## src/rtl/register_file_dumper.sv

```systemverilog
// ---------------------------------------------------------------------------
// register_file_dumper
//
// Reader-side companion to register_file. On a start pulse it takes over the
// register file read port, walks the registers in index order and streams
// each one out as an (addr, data) word on a valid/ready interface. The
// register file write port is not touched, so writeback can continue.
//
// Ports
//   clk         in   1       clock, all state on posedge
//   rst         in   1       asynchronous, active-low reset
//   start       in   1       request a dump (sampled only when idle)
//   abort       in   1       terminate a dump in progress at the next posedge
//   busy        out  1       dump in progress (reading or sending)
//   done        out  1       one-cycle pulse after the last word is accepted
//   rf_rd_addr  out  ADDR_W  register file read address
//   rf_rd_data  in   N       register file read data (combinational read)
//   out_valid   out  1       out_addr/out_data/out_last valid
//   out_ready   in   1       consumer accepts the word when valid & ready
//   out_addr    out  ADDR_W  register index of the current word
//   out_data    out  N       captured register value
//   out_last    out  1       current word is register NUM_REGS-1
// ---------------------------------------------------------------------------
module register_file_dumper #(
   parameter int N        = 32,
   parameter int NUM_REGS = 32,
   parameter int ADDR_W   = 5,
   parameter int SKIP_X0  = 1
) (
   input  logic              clk,
   input  logic              rst,
   input  logic              start,
   input  logic              abort,
   output logic              busy,
   output logic              done,
   output logic [ADDR_W-1:0] rf_rd_addr,
   input  logic [N-1:0]      rf_rd_data,
   output logic              out_valid,
   input  logic              out_ready,
   output logic [ADDR_W-1:0] out_addr,
   output logic [N-1:0]      out_data,
   output logic              out_last
);

   typedef enum logic [1:0] {
      ST_IDLE,
      ST_READ,
      ST_SEND,
      ST_DONE
   } state_t;

   localparam logic [ADDR_W-1:0] LP_LAST_IDX  = ADDR_W'(NUM_REGS - 1);
   // x0 is hardwired zero in the core, so it is normally not worth dumping.
   localparam logic [ADDR_W-1:0] LP_FIRST_IDX = (SKIP_X0 != 0) ? ADDR_W'(1) : '0;

   state_t              r_state;
   state_t              w_state_nxt;
   logic [ADDR_W-1:0]   r_idx;
   logic                r_out_valid;
   logic [ADDR_W-1:0]   r_out_addr;
   logic [N-1:0]        r_out_data;
   logic                r_out_last;
   logic                w_handshake;
   logic                w_walking;

   assign w_handshake = r_out_valid & out_ready;
   assign w_walking   = (r_state == ST_READ) | (r_state == ST_SEND);

   // ------------------------------------------------------------------
   // State register
   // ------------------------------------------------------------------
   always_ff @(posedge clk or negedge rst) begin
      if (!rst) begin
         r_state <= ST_IDLE;
      end else begin
         r_state <= w_state_nxt;
      end
   end

   // ------------------------------------------------------------------
   // Next-state logic
   // ------------------------------------------------------------------
   always_comb begin
      w_state_nxt = r_state;
      case (r_state)
         ST_IDLE: begin
            if (start) begin
               w_state_nxt = ST_READ;
            end
         end
         ST_READ: begin
            if (abort) begin
               w_state_nxt = ST_IDLE;
            end else begin
               w_state_nxt = ST_SEND;
            end
         end
         ST_SEND: begin
            // Abort wins over the handshake; a word accepted on the abort
            // edge is still considered delivered by the consumer.
            if (abort) begin
               w_state_nxt = ST_IDLE;
            end else if (w_handshake) begin
               w_state_nxt = r_out_last ? ST_DONE : ST_READ;
            end
         end
         ST_DONE: begin
            w_state_nxt = ST_IDLE;
         end
         default: begin
            w_state_nxt = ST_IDLE;
         end
      endcase
   end

   // ------------------------------------------------------------------
   // Walk index and output word register
   // ------------------------------------------------------------------
   always_ff @(posedge clk or negedge rst) begin
      if (!rst) begin
         r_idx       <= '0;
         r_out_valid <= 1'b0;
         r_out_addr  <= '0;
         r_out_data  <= '0;
         r_out_last  <= 1'b0;
      end else begin
         case (r_state)
            ST_IDLE: begin
               if (start) begin
                  r_idx <= LP_FIRST_IDX;
               end
            end
            ST_READ: begin
               if (abort) begin
                  r_out_valid <= 1'b0;
               end else begin
                  // Snapshot of the register as seen through the read port
                  // this cycle; later writes to it are not reflected.
                  r_out_data  <= rf_rd_data;
                  r_out_addr  <= r_idx;
                  r_out_last  <= (r_idx == LP_LAST_IDX);
                  r_out_valid <= 1'b1;
               end
            end
            ST_SEND: begin
               if (abort) begin
                  r_out_valid <= 1'b0;
               end else if (w_handshake) begin
                  r_out_valid <= 1'b0;
                  // The last word ends the walk, so idx never wraps.
                  if (!r_out_last) begin
                     r_idx <= r_idx + 1'b1;
                  end
               end
            end
            default: begin
            end
         endcase
      end
   end

   // ------------------------------------------------------------------
   // Outputs
   // ------------------------------------------------------------------
   assign busy       = w_walking;
   assign done       = (r_state == ST_DONE);
   assign rf_rd_addr = w_walking ? r_idx : '0;
   assign out_valid  = r_out_valid;
   assign out_addr   = r_out_addr;
   assign out_data   = r_out_data;
   assign out_last   = r_out_last;

endmodule

```

## config.mk

```make
export PLATFORM = sky130hd
export DESIGN_NAME = register_file_dumper
export DESIGN_NICKNAME = d
export VERILOG_FILES = /design/src/rtl/register_file_dumper.sv
export SDC_FILE = /design/constraint.sdc
export NUM_CORES = 1
export LEC_CHECK = 0
export BUFFER_PORTS_ARGS = -buffer_cell sky130_fd_sc_hd__buf_4
export CORE_AREA = 3 3 72 74
export CTS_CLUSTER_DIAMETER = 100
export DETAILED_ROUTE_END_ITERATION = 10
export DIE_AREA = 0 0 75 77
export GPL_TIMING_DRIVEN = 0
export PLACE_DENSITY = 0.8
export SLEW_MARGIN = 30
export SYNTH_ARGS = -nofsm -noshare
export SYNTH_HDL_FRONTEND = slang
export SYNTH_SLANG_ARGS = --single-unit
```

## constraint.sdc

```tcl
create_clock -name clk -period 1.8 [get_ports clk]
set_clock_uncertainty 0.2 [all_clocks]
set_input_delay 0.18 -clock clk [delete_from_list [all_inputs] [get_ports clk]]
set_output_delay 0.18 -clock clk [all_outputs]
set_load 0.02 [all_outputs]
```

# Word level (Yosys, flattened, before mapping)
# Cells that the tools add are included.
# Widths: inputs -> output; s select.
dict set report word_totals {
  regBits 46
  inputBits 37
}
dict set report classes {
  add_sub_neg 1
  n_eq_ne 9
  mux 16
  n_bitwise 3
  reduce_logical 7
}
# op count
set op_table {}
lappend op_table {{$mux 5} 5}
lappend op_table {{$mux 2} 5}
lappend op_table {{$pmux 5 s2} 1}
lappend op_table {{$ne 2x2->1 const B} 4}
lappend op_table {{$pmux 2 s4} 1}
lappend op_table {{$reduce_and 2->1} 3}
lappend op_table {{$add 5x1->5 const B} 1}
lappend op_table {{$eq 5x5->1 const B} 1}
lappend op_table {{$reduce_and 5->1} 1}
lappend op_table {{$eq 2x2->1 const B} 2}
lappend op_table {{$reduce_bool 2->1} 2}
lappend op_table {{$mux 1} 3}
lappend op_table {{$ne 3x3->1 const B} 1}
lappend op_table {{$eq 2x1->1 const B} 1}
lappend op_table {{$logic_not 2->1} 1}
lappend op_table {{$pmux 1 s2} 1}
lappend op_table {{$and 1x1->1} 1}
lappend op_table {{$not 1->1} 1}
lappend op_table {{$or 1x1->1} 1}

# Depth between registers and ports, before layout
dict set report logic_depth {
  ltp_word 5
  mapped_depth 6
  depth_no_buf 6
}

# Least setup slack after synthesis
# No wires, ideal clock.
dict set report synth_path {
  kind {register to register}
  startpoint {register r_state[0]}
  endpoint {register r_idx[0]}
  setup_ns 0.125
  t_arrival_ns 1.433
  required_ns 1.475
  slack_ns 0.043
  stages_incl_launch_ff 7
  n_path_buf 0
  synth_period_minus_slack_ns 1.757
  path_cell_list {dfrtp_1 > inv_1 > ha_1 > nand2b_1 > o211ai_1 > a21oi_1 > mux2_2}
}
dict set report synth_via {
  elab_chain_cells 3
  word_cells_on_any_way 9
  classes_between {5 x eq/ne; 1 x mux; 3 x reduce/logical}
}
# item line
set synth_lines {}
lappend synth_lines {{start, declared} 56} ;# state_t r_state;
lappend synth_lines {{start signal, assigned} 76} ;# r_state <= w_state_nxt;
lappend synth_lines {{$eq 2x2->1 or $logic_not 2->1 (tied branches)} 127} ;# case (r_state)
lappend synth_lines {{$ne 2x2->1 (no source line) or $reduce_bool 2->1 (tied branches)} n/a}
lappend synth_lines {{$reduce_and 5->1 (no source line)} n/a}
lappend synth_lines {{end signal, assigned} 152} ;# r_idx <= r_idx + 1'b1;
lappend synth_lines {{end, declared} 58} ;# logic [ADDR_W-1:0] r_idx;
# Several ways; a longest one is shown, not always the timed one.
# A chain may end at the register's enable or synchronous reset.

# Worst setup path after layout
dict set report layout_path {
  startpoint {register r_state[1]}
  endpoint {register r_out_data[14], in the netlist out_data[14]}
}
dict set report layout_via {
  elab_chain_cells 2
}
# item line
set layout_lines {}
lappend layout_lines {{$eq 2x1->1} 127}
lappend layout_lines {{$reduce_and 2->1 (no source line)} n/a}
lappend layout_lines {{end signal, assigned} 139} ;# r_out_data <= rf_rd_data;
lappend layout_lines {{end, declared} 61} ;# logic [N-1:0] r_out_data;
# Every way passes these cells.

==> impl_metrics.json <==
{
  "status": "finished clean",
  "cp.required_ns": 1.78,
  "num_rows": 25,
  "avgSynthCellArea_um2": 13.8,
  "path_max_fanout": 6,
  "crit_arrival_ns": 1.76,
  "mostFrequentLayoutCells": "buf_4 (86), dfrtp_1 (44), dlygate4sd3_1 (34)",
  "period_needed_ns": 1.78,
  "setup_viol": 0,
  "cts.path.max_buffers": 2,
  "crit_type": "reg2reg",
  "die_h_um": 77,
  "power.total_uw": 5640,
  "min_path_type": "in2reg",
  "worst_slew_pin_slew_ns": 0.571,
  "rrSetupSlack_ns": 0.02,
  "cts_tree": "built",
  "reg2reg_depth": 6,
  "ant_nets": 0,
  "total_leakage_power_uw": 0.00162,
  "cts_buffers": 5,
  "reg2reg_from": "r_state[1]",
  "diodes": 0,
  "drt_pre_antenna_iters": 4,
  "final_common_cell": "buf_4",
  "grt_max_degree": 47,
  "ios": 83,
  "finalMaxSlewViolations": 0,
  "portBuffers": 82,
  "synth.distinct_cells": 26,
  "fin_hold_ws_ns": 0.0393,
  "synth-edff-count": 0,
  "cp-end-kind": "flip-flop",
  "power.density_nw_per_um2": 1660,
  "layout-drive-gt1-share_pct": 58.1,
  "cp-startpoint": "r_state[1]",
  "n_fill_cell": 315,
  "pre_cts_ws_ns": -0.160,
  "fmax_mhz": 562,
  "clk_pin_slew_ns": 0.08,
  "syn_nets": 187,
  "area.growth.synth_to_final_pct": 72.1,
  "nets": 322,
  "synth_flop_cell": "dfrtp_1",
  "syn_area_um2": 1970,
  "r2r_end": "out_data[14]",
  "first_global_vias": 1713,
  "ys_warn_count": 0,
  "cts.sinks": 46,
  "track_usage_pct": 17.3,
  "worst_slack_ns": 0.0198,
  "routedWlPerCell_um": 15.4,
  "gp_congestion": 0.771,
  "cts_htree_levels": 2,
  "crit_path_end": "out_data[14]",
  "post-route-drc-count": 0,
  "ys_ff_latch": 46,
  "hold_viol": 0,
  "vias": 1628,
  "via_per_inst": 4.89,
  "syn_inst": 143,
  "relSlewSlack_pct": 61.9,
  "final_util_pct": 72.9,
  "drt_iter0_drc": 40,
  "hpwl_um": 3080,
  "core_area_um2": 4660,
  "synthArstFlopShare_pct": 100,
  "grt_pass1_wl_um": 7740,
  "clk_latency_ns": 0.29,
  "start_util_pct": 42.4,
  "cp-start-kind": "flip-flop",
  "cap_violations": 0,
  "die-area_um2": 5780,
  "die_w_um": 75,
  "antenna_found_initial": 0,
  "root_buffer": "clkbuf_8",
  "wirelength_um": 5140,
  "grt_remaining_overflow": 0,
  "finalCritPeriodShare_pct": 98.9,
  "ir_worst_vdd_uv": 884,
  "synth_seq_area_share_pct": 58.3,
  "rsz0062_at_grt": "true"
}
-- layout make-up --
| type | count | area, um2 | share of cell area, % |
|---|---|---|---|
| buffer | 4 | 52.6 | 1.55 |
| clock buffer | 7 | 86.3 | 2.54 |
| clock inverter | 1 | 5.00 | 0.147 |
| inverter | 8 | 32.5 | 0.958 |
| multi-input combinational | 85 | 892 | 26.3 |
| sequential | 46 | 1150 | 34.0 |
| tap | 54 | 67.6 | 1.99 |
| timing repair buffer | 128 | 1110 | 32.6 |
-- critical path, cell delays in order (launching register included) --
cell and delay, ns:
dfrtp_1 0.41, inv_2 0.13, ha_4 0.14, nor2b_4 0.17
buf_8 0.16, buf_6 0.14, mux2_2 0.33
-- kinds of logic after synthesis --
kind of cell | count (synthesis) | share of synthesized area (%)
simple gates | 23 | 6.53
compound gates | 16 | 5.20
mux | 39 | 22.2
fa+ha+maj | 7 | 4.44
flops | 46 | 58.3
buf+inv | 12 | 3.30
-- where the power goes --
part | total (uW) | internal [uW] | switching (uW)
combinational | 3240 | 1750 | 1480
clock | 630 | 310 | 320
sequential | 1770 | 1490 | 284
-- per-stage QoR --
| stage | instance area, um2 | instances | setup TNS, ns |
|---|---|---|---|
| after CTS | 3160 | 325 | 0 |
| after detailed placement | 2660 | 279 | -3.16 |
| after global placement | 2660 | 279 | -3.06 |
| final | 3400 | 333 | 0 |
| after global routing | 3400 | 333 | -0.625 |
| after floorplan | 1970 | 143 | 0 |
-- worst min-delay path by stage --
| stage | startpoint | end | slack, ns | depth (start not counted) |
|---|---|---|---|---|
| 3_3_place_gp | rst | out_data[25] | 0.02 | 1 |
| 3_5_place_dp | rst | out_data[30] | 0.02 | 1 |
| 2_1_floorplan | rst | out_addr[0] | -0.32 | 0 |
| 6_report | out_ready | out_valid | 0.04 | 3 |
| 5_1_grt | out_ready | out_valid | 0.04 | 3 |
| 4_1_cts | out_ready | out_valid | 0.04 | 3 |
-- synth_stat cells, types with 2 or more instances --
cell type,number,area [um2]
a21oi_1,5,25.0
and2_1,5,31.3
buf_6,2,22.5
dfrtp_1,46,1150
ha_1,7,87.6
inv_1,8,30.0
mux2_2,39,439
nand2_1,6,22.5
nand2b_1,2,12.5
nor2b_1,2,12.5
o21ai_0,4,20.0
o22ai_1,2,12.5
or3_1,2,12.5
-- layer usage --
metal  vias up  track usage, %  wire [um]
li1        767               -          -
met1       788            19.6       2070
met2        66            29.5       2650
met3         7            5.90        351
met4         0            5.87         70
met5         -               0          0
-- timing repair --
action,4_1_cts,5_1_grt
pin swaps,0,3
setup endpoints to repair,37,47
cloned,0,2
hold endpoints to repair,79,0
resized for setup,10,38
hold buffers,34,0
setup buffers,4,6
-- flip-flops by register name, indices dropped and copies added, names as in the netlist --
register   count
out_addr       5
out_last       1
r_state        2
out_valid      1
r_idx          5
out_data      32
Power figures use the tool's default switching activity.
